### config.mk
export PLATFORM = sky130hd
export DESIGN_NAME = instr_encoder_flat
export DESIGN_NICKNAME = d
export VERILOG_FILES = /design/src/rtl/instr_encoder_if.sv /design/src/rtl/instr_encoder.sv /design/src/flat_wrapper.sv
export SDC_FILE = /design/constraint.sdc
export NUM_CORES = 1
export LEC_CHECK = 0
export ABC_AREA = 1
export CAP_MARGIN = 30
export CORE_AREA = 2 2 146 162
export DETAILED_ROUTE_END_ITERATION = 8
export DIE_AREA = 0 0 148 164
export SLEW_MARGIN = 0
export SYNTH_ARGS = -nofsm -noshare
export SYNTH_HDL_FRONTEND = slang
export SYNTH_SLANG_ARGS = --single-unit
### constraint.sdc
create_clock -name clk -period 7.74 [get_ports clk]
set_clock_uncertainty 0.05 [all_clocks]
set_input_delay 0.774 -clock clk [delete_from_list [all_inputs] [get_ports clk]]
set_output_delay 0.774 -clock clk [all_outputs]
set_load 0.005 [all_outputs]
### src/rtl/instr_encoder_if.sv
// Request/response bus of the MIPS instruction encoder: encode requests in,
// encoded 32-bit words out, each with its own valid/ready handshake.
interface instr_encoder_if;
   logic        in_valid;
   logic        in_ready;
   logic [3:0]  in_op;
   logic [4:0]  in_rs;
   logic [4:0]  in_rt;
   logic [4:0]  in_rd;
   logic [15:0] in_imm;
   logic [25:0] in_target;
   logic        out_valid;
   logic        out_ready;
   logic [31:0] out_instr;

   modport master (
      output in_valid, in_op, in_rs, in_rt, in_rd, in_imm, in_target, out_ready,
      input  in_ready, out_valid, out_instr
   );

   modport slave (
      input  in_valid, in_op, in_rs, in_rt, in_rd, in_imm, in_target, out_ready,
      output in_ready, out_valid, out_instr
   );
endinterface

### src/rtl/instr_encoder.sv
// MIPS instruction encoder feeding a 4-deep output FIFO, with a pop counter.
// Optional macro ENC_ILLEGAL_ERR_EN: illegal ops are dropped and raise a sticky err.
module instr_encoder (
   input  logic          clk,
   input  logic          reset_n,
   input  logic          flush,
   instr_encoder_if.slave bus,
   output logic [15:0]   issued,
   output logic          err
);
   logic [31:0] r_mem [4];
   logic [1:0]  r_wptr;
   logic [1:0]  r_rptr;
   logic [2:0]  r_count;
   logic [15:0] r_issued;

   logic        w_accept;
   logic        w_pop;
   logic        w_push;
   logic [31:0] w_word;

   // Fields an op does not use are left at zero by construction.
   always_comb begin
      w_word = 32'h0;
      case (bus.in_op)
         4'd1: w_word = {6'b000000, bus.in_rs, bus.in_rt, bus.in_rd, 5'b00000, 6'b100000};
         4'd2: w_word = {6'b000000, bus.in_rs, bus.in_rt, bus.in_rd, 5'b00000, 6'b100010};
         4'd3: w_word = {6'b001101, bus.in_rs, bus.in_rt, bus.in_imm};
         4'd4: w_word = {6'b100011, bus.in_rs, bus.in_rt, bus.in_imm};
         4'd5: w_word = {6'b101011, bus.in_rs, bus.in_rt, bus.in_imm};
         4'd6: w_word = {6'b000100, bus.in_rs, bus.in_rt, bus.in_imm};
         4'd7: w_word = {6'b001111, 5'b00000, bus.in_rt, bus.in_imm};
         4'd8: w_word = {6'b000011, bus.in_target};
         4'd9: w_word = {6'b000000, bus.in_rs, 15'b0, 6'b001000};
         default: w_word = 32'h0;
      endcase
   end

   // No bypass: a full queue refuses even when a pop happens this cycle.
   assign bus.in_ready  = (r_count < 3'd4);
   assign bus.out_valid = (r_count != 3'd0);
   assign bus.out_instr = bus.out_valid ? r_mem[r_rptr] : 32'h0;
   assign issued        = r_issued;

   assign w_accept = bus.in_valid & bus.in_ready;
   assign w_pop    = bus.out_valid & bus.out_ready;

`ifdef ENC_ILLEGAL_ERR_EN
   logic r_err;
   logic w_illegal;

   assign w_illegal = (bus.in_op > 4'd9);
   assign w_push    = w_accept & ~w_illegal;
   assign err       = r_err;

   always_ff @(posedge clk or negedge reset_n) begin
      if (!reset_n) begin
         r_err <= 1'b0;
      end else if (flush) begin
         r_err <= 1'b0;
      end else if (w_accept && w_illegal) begin
         r_err <= 1'b1;
      end
   end
`else
   assign w_push = w_accept;
   assign err    = 1'b0;
`endif

   always_ff @(posedge clk or negedge reset_n) begin
      if (!reset_n) begin
         r_wptr   <= 2'd0;
         r_rptr   <= 2'd0;
         r_count  <= 3'd0;
         r_issued <= 16'd0;
      end else if (flush) begin
         r_wptr   <= 2'd0;
         r_rptr   <= 2'd0;
         r_count  <= 3'd0;
         r_issued <= 16'd0;
      end else begin
         if (w_push) begin
            r_wptr <= r_wptr + 2'd1;
         end
         if (w_pop) begin
            r_rptr   <= r_rptr + 2'd1;
            r_issued <= r_issued + 16'd1;
         end
         case ({w_push, w_pop})
            2'b10:   r_count <= r_count + 3'd1;
            2'b01:   r_count <= r_count - 3'd1;
            default: r_count <= r_count;
         endcase
      end
   end

   // Storage needs no reset: the pointers and occupancy decide what is visible.
   always_ff @(posedge clk) begin
      if (w_push && !flush) begin
         r_mem[r_wptr] <= w_word;
      end
   end
endmodule
### src/flat_wrapper.sv
// flat-port wrapper written by rule: the top's interface ports become plain ports
module instr_encoder_flat 
  (clk, reset_n, flush, issued, err, bus_in_valid, bus_in_op, bus_in_rs, bus_in_rt, bus_in_rd, bus_in_imm, bus_in_target, bus_out_ready, bus_in_ready, bus_out_valid, bus_out_instr);
  instr_encoder_if bus_i ();
  input  logic clk;
  input  logic reset_n;
  input  logic flush;
  output logic [15:0] issued;
  output logic err;
  input wire logic [$bits(bus_i.in_valid)-1:0] bus_in_valid;
  input wire logic [$bits(bus_i.in_op)-1:0] bus_in_op;
  input wire logic [$bits(bus_i.in_rs)-1:0] bus_in_rs;
  input wire logic [$bits(bus_i.in_rt)-1:0] bus_in_rt;
  input wire logic [$bits(bus_i.in_rd)-1:0] bus_in_rd;
  input wire logic [$bits(bus_i.in_imm)-1:0] bus_in_imm;
  input wire logic [$bits(bus_i.in_target)-1:0] bus_in_target;
  input wire logic [$bits(bus_i.out_ready)-1:0] bus_out_ready;
  output wire logic [$bits(bus_i.in_ready)-1:0] bus_in_ready;
  output wire logic [$bits(bus_i.out_valid)-1:0] bus_out_valid;
  output wire logic [$bits(bus_i.out_instr)-1:0] bus_out_instr;
  assign bus_i.in_valid = bus_in_valid;
  assign bus_i.in_op = bus_in_op;
  assign bus_i.in_rs = bus_in_rs;
  assign bus_i.in_rt = bus_in_rt;
  assign bus_i.in_rd = bus_in_rd;
  assign bus_i.in_imm = bus_in_imm;
  assign bus_i.in_target = bus_in_target;
  assign bus_i.out_ready = bus_out_ready;
  assign bus_in_ready = bus_i.in_ready;
  assign bus_out_valid = bus_i.out_valid;
  assign bus_out_instr = bus_i.out_instr;
  instr_encoder u_core (.clk(clk), .reset_n(reset_n), .flush(flush), .bus(bus_i), .issued(issued), .err(err));
endmodule
# [Yosys cells after proc, flatten, opt, wreduce, memory -nomap -nowiden]
# Memory sizes are Yosys's and may differ from the RTL's.
# Index checks and enable logic that the tools add are counted.
[op_classes] n_mux=12 shift=0 n_bitwise=2 n_mul=0 reduce_logical=6 eq_ne=11 addsub=5 n_lt_le_gt_ge=1 n_div=0
[op_table] op="32-bit case mux with 9 select lines" count=1
[op_table] op="16-bit two-way mux" count=2
[op_table] op="32-bit two-way mux" count=1
[op_table] op="16-bit by 1-bit adder with 16-bit output (second input constant)" count=1
[op_table] op="4-bit by 3-bit == test with 1-bit output (second input constant)" count=4
[op_table] op="4-bit by 2-bit == test with 1-bit output (second input constant)" count=2
[op_table] op="4-bit == test (second input constant)" count=2
[op_table] op="2-bit two-way mux" count=4
[op_table] op="3-bit case mux with 2 select lines" count=1
[op_table] op="3-bit nonzero test" count=2
[op_table] op="2-bit by 1-bit adder with 2-bit output (second input constant)" count=2
[op_table] op="4-bit by 1-bit == test with 1-bit output (second input constant)" count=1
[op_table] op="2-bit nonzero test" count=2
[op_table] op="3-bit by 1-bit adder with 3-bit output (second input constant)" count=1
[op_table] op="3-bit less-than comparator (second input constant)" count=1
[op_table] op="3-bit two-way mux" count=1
[op_table] op="3-bit by 1-bit subtractor with 3-bit output (second input constant)" count=1
[op_table] op="1-bit bitwise AND" count=2
[op_table] op="2-bit by 1-bit == test with 1-bit output (second input constant)" count=1
[op_table] op="2-bit == test (second input constant)" count=1
[op_table] op="1-bit two-way mux" count=2
[op_table] op="1-bit logical AND" count=1
[op_table] op="1-bit zero test" count=1
[word_totals] regBits=23 mem_count=1 output_inout_bits=51 latch_bits=0 in_bits=66 ramBits=128 romBits=0 wordCells=42
[mem_list] name="u_core.r_mem" words=4 word_bits=32 read_ports=1 rd_ports_with_merged_regs=0 wr=1 line_no="instr_encoder.sv:11" rtl="logic [31:0] r_mem [4];"

# [Longest topological paths before layout]
# Gate-level depths: netlist (run 1).
[logic_depth] depth_word=5 ltp_mapped=9 mapped_depth_nobuf=9

# [Least setup slack after synthesis (run 1)]
# No wires, ideal clock.
[synth_timing] kind="input to register" from="in bus_in_valid" to="mem u_core.r_mem[0][0] (enable)" arrival_time_ns=2.407 required_ns=7.271 n_path_buf=0 path_slack_ns=4.864 path_stages=4 setup_time_ns=0.419 path_cell_list="nand2_1 > nor2_1 > inv_1 > nor2_1"
[synth_via] elab_chain_cells=4
[synth_rtl] item="from (decl)" line_no="flat_wrapper.sv:10" rtl="input wire logic [$bits(bus_i.in_valid)-1:0] bus_in_valid;"
[synth_rtl] item="1-bit bitwise AND" line_no="instr_encoder.sv:45" rtl="assign w_accept = bus.in_valid & bus.in_ready;"
[synth_rtl] item="1-bit logical AND" line_no="instr_encoder.sv:99" rtl="if (w_push && !flush) begin"
[synth_rtl] item="1-bit two-way mux" line_no="instr_encoder.sv:99"
[synth_rtl] item="1-bit two-way mux (implied by the code)" line_no="instr_encoder.sv:100" rtl="r_mem[r_wptr] <= w_word;"
[synth_rtl] item="to (decl)" line_no="instr_encoder.sv:11"
# Every way passes these cells.

# [Final worst setup path (run 1)]
[layout_timing] from="reg u_core.r_rptr[1]" to="out bus_out_instr[10]"
[layout_via] elab_chain_cells=2
[layout_rtl] item="from (decl)" line_no="instr_encoder.sv:13" rtl="logic [1:0] r_rptr;"
[layout_rtl] item="from (signal assigned)" line_no="instr_encoder.sv:86" rtl="r_rptr <= r_rptr + 2'd1;"
[layout_rtl] item="memory read 4 x 32 bit"
[layout_rtl] item="32-bit two-way mux" line_no="instr_encoder.sv:42" rtl="assign bus.out_instr = bus.out_valid ? r_mem[r_rptr] : 32'h0;"
[layout_rtl] item="to (decl)" line_no="flat_wrapper.sv:20" rtl="output wire logic [$bits(bus_i.out_instr)-1:0] bus_out_instr;"
# Every way passes these cells.

==> out/metrics.yaml, run 1 <==
outcome:
  status: "finished, final reports clean"
power:
  p_per_area_nw_per_um2: 277
  power_frac_clock: 0.333
  p_sw_uw: 719
  swShare: 0.293
  internal_power_uw: 1740
  p_leak_uw: 0.00335
  p_seq_frac: 0.389
  power_uw: 2460
  ir_drop_mv: 0.152
  p_comb_frac: 0.278
floorplan:
  start_util: 0.296
  die_x_um: 148
  dieArea_um2: 24300
  die_height_um: 164
  placementRows: 58
  core_um2: 22600
  ios: 117
cts:
  postCtsSetupBuffers: 0
  numCtsBuffers: 17
  clk_latency_ps: 420
  htreeDepth: 4
  cts_buffer_depth: 2
  clkTransAtPathRegs_ps: 60
  hold_buffers: 0
  cts_root_buf: "clkbuf_16"
  cts_repair_resize_count: 0
  cts_tree: "built"
  clock-sinks: 147
cells_and_area:
  drive_gt1_frac: 0.0758
  antenna_cells: 0
  multi_input_area_um2: 2110
  final_nets: 864
  area_delta_synth_final_pct: 32.2
  fillers: 2222
  ff_latch_area_um2: 4300
sta:
  tns_ps: 0
  hold_viol: 0
  tightest_slew_ps: 935
  setup_slack_ps: 4020
  setup_violations: 0
  period_share: 0.481
  slew_headroom: 0.376
  max_freq_mhz: 269
  min_period_ps: 3720
  worst_hold_slack_ps: 484
  maxSlewViolCount: 0
  rsz0062_at_grt: "false"
critical_path:
  reg2reg_from: "u_core.r_count[2]$_DFFE_PN0P_"
  crit_buf_inv: 4
  worst_path_dominant_cell_family: "buffers and inverters"
  cp.required_ps: 6920
  worst_path_max_delay_cell: "clkdlybuf4s50_1"
  critPathKind: "register to output pin"
  path_common_cell: "buf_4"
  r2r_cells: 6
  cp-start-kind: "register"
  rrSetupSlack_ps: 5530
  end_kind: "output pin"
  path_max_fanout: 32
  worstPathCellList: "buf_4 -> inv_1 -> buf_4 -> nor2_1 -> o21ai_0 -> a21oi_1 -> clkdlybuf4s50_1"
  cp.arrival_ps: 2900
  cpPeakStageDelay_ps: 560
  reg2reg_to: "u_core.r_mem[0][14]$_DFFE_PP_"
synth:
  avgSynthCellArea_um2: 9.89
  postSynthCellCount: 678
  ys_ff_latch: 147
  synth_edf_count: 124
  ys_types: 33
  synth_top_area_frac: 0.555
  synth-main-ff-cell: "edfxtp_1"
  netlist_area_um2: 6710
  async_reset_ff_frac: 0.156
  yosysMostFrequentCell: "nor2_1"
  yosysSeqAreaShare: 0.641
  synth_warnings: 0
  synth_top_area_cell: "edfxtp_1"
  synthTopCellsByCount: "nor2_1, edfxtp_1, nand2_1"
  synthTopCellsByArea: "edfxtp_1, nor2_1, dfrtp_1"
global_route:
  grt_pass1_wl_mm: 25.1
  grtUsageTotal: 0.135
  grt_pass1_vias: 4661
  grt-ovfl-total: 0
  antenna_found_initial: 0
  grt_start_max_net_pins: 64
flow_run:
  max-cap-violations: 0
min_path:
  hold_start: "u_core.issued[15]$_DFFE_PN0P_"
  holdPathStages: 2
  hp-class: "register to register"
  holdPathEnd: "u_core.issued[15]$_DFFE_PN0P_"
routing:
  drtPass1Iterations: 4
  routed_wl_mm: 16.1
  ant_nets: 0
  drc: 0
  dr_total_vias: 4956
  wire_per_inst_um: 14.5
  avgViaCountPerCell: 4.49
  drtIter0Drc: 313
placement:
  port_buffers: 114
  place.gp.congestion: 0.833
  place_worst_setup_slack_ps: 4450
  hpwlAfterDp_mm: 10.8
[cells in the final DEF, fill, tap and decap left out, types with 2 or more instances in the layout]
| cell type | count |
|---|---|
| nor2_1 | 157 |
| edfxtp_1 | 124 |
| clkdlybuf4s50_1 | 114 |
| nand2_1 | 108 |
| o21ai_0 | 76 |
| inv_1 | 45 |
| a21oi_1 | 40 |
| nand3_1 | 25 |
| dfrtp_1 | 22 |
| clkbuf_16 | 17 |
| a22o_1 | 8 |
| nand4_1 | 7 |
| nor2_4 | 7 |
| inv_2 | 6 |
| ha_1 | 5 |
| nand2_2 | 4 |
| buf_16 | 4 |
| nand3_2 | 3 |
| clkinv_2 | 3 |
| bufinv_16 | 3 |
| buf_4 | 3 |
| clkinv_1 | 2 |
| conb_1 | 2 |
| clkinv_4 | 2 |
| clkbuf_1 | 2 |
| inv_6 | 2 |
| clkinvlp_4 | 2 |
[through the flow]
step | util | cell area, µm² | cells
2_1_floorplan | - | 6710 | 679
3_3_place_gp | 0.360 | 8150 | 1068
3_5_place_dp | 0.366 | 8280 | 1073
4_1_cts | 0.392 | 8870 | 1105
5_1_grt | 0.392 | 8870 | 1105
6_report | 0.392 | 8870 | 1105
[power by group through the flow]
stage | Sequential (µW) | Combinational [µW] | Clock (µW)
floorplan | 954 | 329 | 0
global placement | 986 | 658 | 0
detailed placement | 972 | 694 | 0
CTS | 956 | 699 | 832
global route | 962 | 755 | 872
finish | 956 | 683 | 819
[per-layer routing]
layer  track usage  wire [µm]  vias to the layer above
met5             0          0                        -
met4        0.0485        255                        0
met3        0.0300        783                       16
met2         0.230       7860                      126
met1         0.170       7160                     2295
li1              -          -                     2519
[flip-flops by register name (all words and copies together), names as in the netlist]
| register | cells |
|---|---|
| u_core.r_count | 3 |
| u_core.r_rptr | 2 |
| u_core.r_wptr | 2 |
| u_core.issued | 16 |
| u_core.r_mem | 124 |
[worst min-delay path, stage by stage, from the launching register on]
cell and delay [ps]:
dfrtp_1 380, nand2_1 70, nand2_1 60
[area by class of cell]
cell class                      instances  share of cell area
Tap cell                              300              0.0423
Clock buffer                           19              0.0488
Inverter                               52              0.0220
Multi-Input combinational cell        452               0.238
Clock inverter                         13              0.0179
Sequential cell                       147               0.485
Timing Repair Buffer                  122               0.146
[worst max-delay path by stage]
stage,from,endpoint,slack [ps],depth (start not counted)
2_1_floorplan,bus_in_valid,u_core.r_mem[0][0]$_DFFE_PP_,4860,4
3_3_place_gp,u_core.r_rptr[0]$_DFFE_PN0P_,bus_out_instr[25],4050,4
3_5_place_dp,u_core.r_rptr[1]$_DFFE_PN0P_,bus_out_instr[10],4450,7
4_1_cts,u_core.r_rptr[1]$_DFFE_PN0P_,bus_out_instr[10],3980,7
5_1_grt,u_core.r_rptr[0]$_DFFE_PN0P_,bus_out_instr[10],3780,4
6_report,u_core.r_rptr[1]$_DFFE_PN0P_,bus_out_instr[10],4020,7
[cells by family after synthesis]
| kind of cell | synth area share |
|---|---|
| and+or+nand+nor | 0.192 |
| DFF | 0.641 |
| AOI/OAI and AO/OA | 0.104 |
| buffers and inverters | 0.0502 |
| adders and majority gates | 0.0123 |
| other | 0.000559 |
Note: power is estimated with default switching activity, not from simulation.
==> run 2, diff against run 1 <==
clock period = 3.4 ns   (was 7.74 ns; I/O delays follow)
==> out/metrics.yaml, run 2 (synthesis gave the netlist of run 1 again) <==
routing:
  routed_wl_mm: 15.8  # -1.9%
  drtPass1Iterations: 5  # +1
  dr_total_vias: 5073  # +2.4%
  avgViaCountPerCell: 4.57  # +1.9%
  drtIter0Drc: 287  # -8.3%
  ant_nets: 0  # unchanged
  drc: 0  # unchanged
  wire_per_inst_um: 14.2  # -2.4%
global_route:
  grt_pass1_vias: 4930  # +5.8%
  use_met2: 0.235  # +0.00547
  grt_start_max_net_pins: 64  # unchanged
  grt_pass1_wl_mm: 25.4  # +1.3%
  antenna_found_initial: 0  # unchanged
  grt-ovfl-total: 0  # unchanged
  gr-usage-met1: 0.166  # -0.00356
  met3_usage: 0.0364  # +0.00639
  grtUsageTotal: 0.135  # about the same
  grt-busiest-layer: "met2"
floorplan:
  die_height_um: 164  # unchanged
  core_um2: 22600  # unchanged
  die_x_um: 148  # unchanged
  dieArea_um2: 24300  # unchanged
  placementRows: 58  # unchanged
  start_util: 0.296  # unchanged
  ios: 117  # unchanged
cells_and_area:
  drive_gt1_frac: 0.0790  # +0.00324
  antenna_cells: 0  # unchanged
  largest_register_ffs: 124  # unchanged
  fin_cells: 1110  # +0.45%
  final_cell_mix: "nor2_1, edfxtp_1, clkdlybuf4s50_1, nand2_1, o21ai_0"
  mostFrequentLayoutCell: "nor2_1"
  regMostFlops: "u_core.r_mem"
  area_delta_synth_final_pct: 31.2
  stdcell_area_um2: 8800  # -0.76%
  fillers: 2199  # -1.0%
  final_nets: 869  # +0.58%
sta:
  tns_ps: 0  # unchanged
  rsz0062_at_grt: "false"
  min_period_ps: 2880
  hold_viol: 0  # unchanged
  period_share: 0.848
  maxSlewViolCount: 0  # unchanged
  slew_headroom: 0.553  # +0.178
  max_freq_mhz: 347
  tightest_slew_ps: 670  # -265 ps
  setup_violations: 0  # unchanged
critical_path:
  worst_path_max_delay_cell: "clkdlybuf4s50_1"
  critPathKind: "register to output pin"
  cpPeakStageDelay_ps: 560  # about the same
  cp-start-kind: "register"
  crit_buf_inv: 2  # -2
  end_kind: "output pin"
  worst_path_dominant_cell_family: "buffers and inverters"
  startpoint: "u_core.r_rptr[0]$_DFFE_PN0P_"
  reg2reg_from: "u_core.r_count[2]$_DFFE_PN0P_"
  path_max_fanout: 63  # +97%
  worstPathCellList: "buf_4 -> nor2_1 -> nor2_1 -> o21ai_0 -> a21oi_1 -> clkdlybuf4s50_1"
  cp.required_ps: 3010  # -3910 ps
  cp.arrival_ps: 2490  # -410 ps
  path_common_cell: "nor2_1"
min_path:
  hp-class: "primary input to asynchronous set/reset pin"
power:
  p_leak_uw: 0.00334  # -0.18%
  power_uw: 5520  # +120%
  ir_drop_mv: 0.300  # +98%
  p_per_area_nw_per_um2: 628  # +130%
flow_run:
  max-cap-violations: 0  # unchanged
cts:
  clk_latency_ps: 410  # about the same
  clkTransAtPathRegs_ps: 60  # about the same
  hold_buffers: 0  # unchanged
  cts_buffer_depth: 2  # unchanged
  postCtsSetupBuffers: 0  # unchanged
  cts_root_buf: "clkbuf_16"
  numCtsBuffers: 17  # unchanged
  cts_tree: "built"
  htreeDepth: 4  # unchanged
  clock-sinks: 147  # unchanged
  cts_repair_resize_count: 0  # unchanged
placement:
  placedCellCount: 1078  # +0.47%
  port_buffers: 114  # unchanged
  dpl_cell_area_um2: 8240  # -0.51%
  hpwlAfterDp_mm: 10.0  # -7.2%
  place.gp.congestion: 0.823  # -1.3%
outcome:
  status: "finished, final reports clean"
## run 2: cell count changes in the layout (fill, tap and decap cells not counted), sizes merged
| cell | previous run | this run |
|---|---|---|
| clkbuf | 19 | 20 |
| inv | 53 | 54 |
| bufinv | 3 | 2 |
| clkinv | 7 | 8 |
| clkinvlp | 2 | 0 |
| buf | 8 | 13 |
## run 2: stage by stage
| stage | utilization | setup slack, ps | hold slack, ps |
|---|---|---|---|
| final | 0.389 | 515 | 247 |
| after floorplan | - | 808 | -5.59 |
| after detailed placement | 0.364 | 957 | 475 |
| after global placement | 0.364 | 939 | 464 |
| after CTS | 0.389 | 481 | 243 |
| after global routing | 0.389 | 313 | 275 |
## run 2: worst paths after layout
| path | end | slack (ps) | cells past startpoint |
|---|---|---|---|
| min in group clk | u_core.issued[15]$_DFFE_PN0P_ | 490 | 2 |
| max in group asynchronous | u_core.r_rptr[0]$_DFFE_PN0P_ | 2790 | 2 |
| hold reg to reg | u_core.issued[15]$_DFFE_PN0P_ | 490 | 2 |
| setup reg to reg | u_core.r_mem[1][20]$_DFFE_PP_ | 1380 | 6 |
| hold / removal | u_core.issued[5]$_DFFE_PN0P_ | 250 | 2 |
| setup / recovery | bus_out_instr[10] | 520 | 6 |
## run 2: routing by layer
layer	vias to the layer above	wire [µm]
li1	2534	-
met2	160	7860
met1	2372	6750
met4	0	123
met5	-	0
met3	7	1020
## run 2: cell type report
class                      count  area, µm²  area share
tap                          300        375      0.0426
clock inverter                12        130      0.0148
sequential                   147       4300       0.489
multi-input combinational    452       2110       0.240
inverter                      52        195      0.0222
timing repair buffer         127       1250       0.142
clock buffer                  20        437      0.0496
## run 2: power breakdown
part           total [µW]  switching, µW  internal (µW)
sequential           2150           51.4           2090
combinational        1590            880            714
clock                1780            702           1080
## run 2: worst register-to-register path: cells and delay by family (launching register included)
kind | cells | cell delay, ps
flops | 1 | 440
simple gates | 3 | 380
buf+inv | 3 | 760
